**src/rtl/regs_mp.sv**
```systemverilog
// Multi-port integer register file with prioritised writes, busy scoreboard and post-reset clear sweep.
// Optional same-cycle write-to-read bypass when REGS_MP_BYPASS_EN is defined.
module regs_mp #(
  parameter int XLEN   = 32,
  parameter int DEPTH  = 32,
  parameter int AW     = 5,
  parameter int NREAD  = 2,
  parameter int NWRITE = 2
) (
  input  logic                   clk,
  input  logic                   rst,
  output logic                   ready,
  input  logic [NREAD*AW-1:0]    raddr,
  output logic [NREAD*XLEN-1:0]  rdata,
  output logic [NREAD-1:0]       rbusy,
  input  logic [NWRITE-1:0]      we,
  input  logic [NWRITE*AW-1:0]   waddr,
  input  logic [NWRITE*XLEN-1:0] wdata,
  input  logic                   set_en,
  input  logic [AW-1:0]          set_addr
);

  typedef enum logic {INIT, RUN} state_t;

  localparam logic [AW-1:0] LAST = AW'(DEPTH - 1);

  state_t              state, state_nx;
  logic [AW-1:0]       counter;
  logic [DEPTH-1:0]    busy;
  logic [XLEN-1:0]     regs [DEPTH];
  logic [AW-1:0]       ra;
  logic                sweep_done;

  assign sweep_done = (state == INIT) && (counter == LAST);

  always_comb begin
    state_nx = state;
    if (sweep_done) state_nx = RUN;
  end

  always_ff @(posedge clk or posedge rst) begin
    if (rst) begin
      state   <= INIT;
      counter <= AW'(1);
      ready   <= 1'b0;
      busy    <= '0;
    end else begin
      state <= state_nx;
      if (state == INIT) begin
        counter <= counter + 1'b1;
        if (sweep_done) ready <= 1'b1;
      end else begin
        for (int w = 0; w < NWRITE; w++) begin
          if (we[w]) busy[waddr[w*AW +: AW]] <= 1'b0;
        end
        // Issuing a new producer outranks a retiring one on the same register.
        if (set_en && set_addr != '0) busy[set_addr] <= 1'b1;
      end
    end
  end

  // Storage has no reset; the sweep zeroes it. Descending loop lets port 0 win.
  always_ff @(posedge clk) begin
    if (state == INIT) begin
      regs[counter] <= '0;
    end else begin
      for (int w = NWRITE - 1; w >= 0; w--) begin
        if (we[w] && waddr[w*AW +: AW] != '0)
          regs[waddr[w*AW +: AW]] <= wdata[w*XLEN +: XLEN];
      end
    end
  end

  always_comb begin
    rdata = '0;
    rbusy = '0;
    ra    = '0;
    for (int p = 0; p < NREAD; p++) begin
      ra = raddr[p*AW +: AW];
      if (state == RUN && ra != '0) begin
        rdata[p*XLEN +: XLEN] = regs[ra];
        rbusy[p]              = busy[ra];
`ifdef REGS_MP_BYPASS_EN
        for (int w = NWRITE - 1; w >= 0; w--) begin
          if (we[w] && waddr[w*AW +: AW] == ra) begin
            rdata[p*XLEN +: XLEN] = wdata[w*XLEN +: XLEN];
            rbusy[p]              = 1'b0;
          end
        end
`endif
      end
    end
  end

endmodule
```
**config.mk**
```make
export PLATFORM = sky130hd
export DESIGN_NAME = regs_mp
export DESIGN_NICKNAME = d
export VERILOG_FILES = /design/src/rtl/regs_mp.sv
export SDC_FILE = /design/constraint.sdc
export NUM_CORES = 2
export LEC_CHECK = 0
export ABC_CLOCK_PERIOD_IN_PS = 9200
export CAP_MARGIN = 20
export CORE_AREA = 2 2 375 377
export DETAILED_ROUTE_END_ITERATION = 7
export DIE_AREA = 0 0 377 379
export GPL_TIMING_DRIVEN = 0
export PLACE_DENSITY = 0.65
export SLEW_MARGIN = 15
export SYNTH_ARGS = -nofsm -noshare
export SYNTH_HDL_FRONTEND = slang
export SYNTH_SLANG_ARGS = --single-unit
export TNS_END_PERCENT = 100
```
**constraint.sdc**
```tcl
create_clock -name clk -period 9.2 [get_ports clk]
set_input_delay 1.38 -clock clk [delete_from_list [all_inputs] [get_ports clk]]
set_output_delay 1.38 -clock clk [all_outputs]
set_load 0.1 [all_outputs]
```
# --- Yosys cells after proc, flatten, opt, wreduce, memory -nomap -nowiden ---
# Memory sizes are Yosys's and may differ from the RTL's.
# Cells that the tools add are included.
totals:
  register_bits: 39
  inputBits: 94
  elab_cells: 66
  latch_bits: 0
  out_inout_bits: 67
  rom_bits: 0
  mem_bits_rw: 1024
  mem_count: 1
memory_table:
  columns: ["name", "depth", "word_bits", "rd", "rd_ports_with_merged_regs", "write_ports", "line", "text"]
  rows:
  - ["regs", 32, 32, 2, 0, 2, "30", "logic [XLEN-1:0] regs [DEPTH];"]
classes:
  n_bitwise: 6
  shift: 0
  n_mux: 29
  n_lt_le_gt_ge: 8
  div: 0
  reduce_logical: 16
  n_eq_ne: 1
  n_addsub: 1
  n_mul: 0
op_table:
  columns: ["op", "count"]
  rows:
  - ["32-bit two-way mux", 8]
  - ["32-bit bitwise AND", 2]
  - ["32-bit NOT", 2]
  - ["32-bit bitwise OR", 1]
  - ["32-bit OR reduction", 1]
  - ["5-bit by 6-bit < comparator with 1-bit output, second input constant", 5]
  - ["5-bit nonzero test", 5]
  - ["1-bit demux with 5-bit select", 3]
  - ["5-bit by 1-bit >= comparator with 1-bit output, second input constant", 3]
  - ["1-bit two-way mux", 15]
  - ["1-bit binary-select mux with 5-bit select", 2]
  - ["1-bit logical AND", 9]
  - ["5-bit by 1-bit adder with 5-bit output, second input constant", 1]
  - ["5-bit == test, second input constant", 1]
  - ["5-bit two-way mux", 1]
  - ["2-bit AND reduction", 1]
  - ["1-bit NOT", 1]

# --- Longest topological paths before layout ---
logic_depth:
  ltp_word: 13
  depth_mapped: 9
  mapped_depth_nobuf: 5

# --- Least setup slack after synthesis ---
# No wires, ideal clock.
synth_path:
  path_type: "in2reg"
  from: "input waddr[7]"
  to: "memory regs[8][0] (enable)"
  t_arrival_ns: 4.915
  path_stages: 5
  path_buffers: 1
  setup_ns: 0.466
  t_required_ns: 8.734
  slack_ns: 3.819
  path_cell_list: "or3_1 buf_6 o31ai_4 mux2_2 o21ai_0"
synth_lines:
  columns: ["element", "line", "text"]
  rows:
  - ["start, declared", "17", "input logic [NWRITE*AW-1:0] waddr,"]
  - ["end, declared", "30", null]

# --- Worst setup path in the final report ---
layout_path:
  from: "input raddr[7]"
  to: "output rdata[48]"
layout_between:
  elab_chain_cells: 3
  elab_cells_between_ends: 4
  cone_classes: "1 x mux; 2 x reduce/logical; 1 x memory"
layout_lines:
  columns: ["element", "line", "text"]
  rows:
  - ["start, declared", "13", "input logic [NREAD*AW-1:0] raddr,"]
  - ["parallel branches: the longest is 2 deep, another holds memory read 32 x 32 bit", null, null]
  - ["32-bit two-way mux (*)", "80", "if (state == RUN && ra != '0) begin"]
  - ["end, declared", "14", "output logic [NREAD*XLEN-1:0] rdata,"]
# Every way passes the cells marked *.

==> impl_metrics.toml <==
[setup_path]
reg2reg_to = "regs[12][11]"
rrSetupSlack_ns = 4.42
slowest_stage = "clkdlybuf4s50_1"
worstPathArrival_ns = 6.80
critPathMaxFanout = 10
critical_path_depth = 9
r2r-start = "ready"
worstPathCellList = "clkdlybuf4s50_1 -> buf_2 -> buf_2 -> nand2_1 -> clkbuf_1 -> a211oi_1 -> o31a_1 -> nand4_1 -> clkdlybuf4s50_1"
worstSetupStartpoint = "raddr[7]"
cp-end-kind = "primary output"
worstSetupPathType = "input port to primary output"
path_delay_family = "buffers and inverters"
crit_end = "rdata[48]"
worst_ep_required_time_ns = 7.82
critPathLaunchType = "input port"
r2r_cells = 7
cp_num_buf_inv = 5
slowest_delay_ns = 1.10

[clock_network]
clk_latency_ns = 0.77
cts_tree = "done"
post_cts_buffers = 0
postCtsHoldBufs = 0
root_buffer = "clkbuf_16"
cts-htree-levels = 3
cts_max_path_buffers = 3
numCtsBuffers = 119
ctsResizeCount = 0
clkTransAtPathRegs_ns = 0.06
numClockSinks = 1062

[global_route]
grt_pass1_vias = 50200
overflow = 0
grt_max_degree = 31
use_met3_pct = 22.7
grt_pass1_wl_um = 425000
grt.total_usage_pct = 44.1
grt.busiest_layer = "met2"
antenna_found_initial = 22
use_met2_pct = 59.9
grt_use_met1_pct = 56.7

[yosys]
synth_warnings = 0
syn-num-nets = 5515
synth_edf_count = 1024
synthArstFlopShare_pct = 3.58
ys_seq_area_share_pct = 51.0
synth-main-ff-cell = "edfxtp_1"
synthCells = 5419
synthTopCellsByArea = "edfxtp_1 (49%), mux4_2 (9.5%), o21ai_0 (7.3%)"
ys_types = 57
synth_top_area_share_pct = 49.5
syn-cell-area_sq_um = 62100
ys_ff_latch = 1062
yosysTopAreaCell = "edfxtp_1"
synth_area_per_cell_sq_um = 11.5

[sta]
final.min_clock_period_ns = 8.18
worst_slew_pin_slew_ns = 1.36
finalHoldViolCount = 0
setup_tns_ns = 0
finClkSkew_ns = 0.0275
finalCritPeriodShare_pct = 88.9
slew_violations = 0
slew-limit-headroom_pct = 9.46
hold_slack_ns = 0.519
final-setup-viol-count = 0
max_freq_mhz = 122
rsz0062_at_grt = "false"

[placed_design]
place_hpwl_um = 248000
place_congestion = 1.10
port_buffers = 155

[pwr]
cellPowerDensity_nw_per_um2 = 175
p_leak_nw = 25.0
vdd_drop_max_mv = 0.168

[layout]
nets = 5853
n_fill_cell = 12200
final_cell_mix = "edfxtp_1 (1024), nand2_1 (971), o21ai_0 (907), clkbuf_1 (392), mux2i_1 (264)"
area_delta_synth_final_pct = 15.6
final_layout_size_suffix_gt1_share_pct = 20.2
layout_commonest_cell = "edfxtp_1"

[floorplanning]
rows = 137
coreArea_sq_um = 139000
io_pins = 161
die_h_um = 379
die-area_sq_um = 143000
initial_core_util_pct = 44.8
die_w_um = 377

[detailed_routing]
wire_per_inst_um = 41.9
viasPerCell = 7.11
ant_nets = 0
drt_wl_total_um = 322000
drt_iter0_markers = 10900
num_vias = 54600
dr.pass1.iters = 7
drc_errors = 0

[worst_hold_path]
hold_path_class = "register to register"

[job]
drv_cap = 0

[status]
status = "complete, no violations"
==> registers in the layout, summed over array words and instances, names as in the netlist <==
name	cells
ready	1
regs	1024
busy	32
counter	5
==> cell usage after synthesis, types with 32 or more instances <==
library cell / number
mux2_2: 240
nor2_1: 40
o21ai_1: 53
o22ai_1: 115
buf_1: 38
nand4_1: 67
a21oi_1: 47
nand3_1: 109
a22oi_1: 144
nand2_1: 971
buf_2: 162
a211oi_1: 66
edfxtp_1: 1024
mux2_4: 98
o31a_1: 32
o21ai_0: 911
mux4_2: 262
dfrtp_1: 37
nor2b_1: 75
mux2i_1: 264
or3_1: 38
clkbuf_1: 382
==> logic make-up after synthesis <==
group / Yosys count / share of synthesized area, %
xor+xnor: 3 / 0.0423
buf+inv: 654 / 4.75
mux: 864 / 20.5
compound gates: 1429 / 13.1
simple gates: 1405 / 10.6
flops: 1062 / 51.0
fa+ha+maj: 2 / 0.0403
==> metal layers <==
metal	vias up	routed length, um
met5	-	423
met4	24	19700
met3	948	59000
met2	5413	128000
met1	27100	114000
li1	21200	-
==> report_power, final <==
part           total [mW]  internal, mW  switching, mW
Combinational        1.95         0.523           1.43
Sequential           5.38          5.35         0.0274
Clock                5.21          2.92           2.29
==> area by class of cell <==
| cell class | instances | area, sq um | share of cell area (%) |
|---|---|---|---|
| multi-input cells | 3703 | 27900 | 38.9 |
| clock inverters | 79 | 901 | 1.25 |
| clock buffers | 146 | 3210 | 4.47 |
| flip-flops and latches | 1062 | 31700 | 44.1 |
| inverters | 36 | 210 | 0.292 |
| repair buffers | 217 | 2840 | 3.95 |
| diodes | 14 | 35.0 | 0.0487 |
| well taps | 1807 | 2260 | 3.15 |
| plain buffers | 618 | 2760 | 3.84 |
==> worst min path at each step <==
stage               startpoint          to  slack (ns)  cells after the start
floorplan              busy[7]     busy[7]        0.48                      1
global placement    counter[0]  counter[0]        0.51                      1
detailed placement  counter[0]  counter[0]        0.51                      1
CTS                 counter[0]  counter[0]        0.52                      1
global route        counter[0]  counter[0]        0.55                      1
finish              counter[0]  counter[0]        0.52                      1
==> stage by stage <==
step / std cells / power (mW) / area, sq um / util, % / worst slack, ns
floorplan: 5419 / 6.51 / 62100 / - / 3.82
global placement: 7381 / 7.27 / 66000 / 47.5 / 0.145
detailed placement: 7433 / 7.32 / 67600 / 48.7 / 1.49
CTS: 7658 / 12.3 / 71700 / 51.7 / 1.48
global route: 7670 / 12.6 / 71800 / 51.7 / 1.16
finish: 7682 / 12.5 / 71900 / 51.8 / 1.02
(Power assumes the default switching activity.)
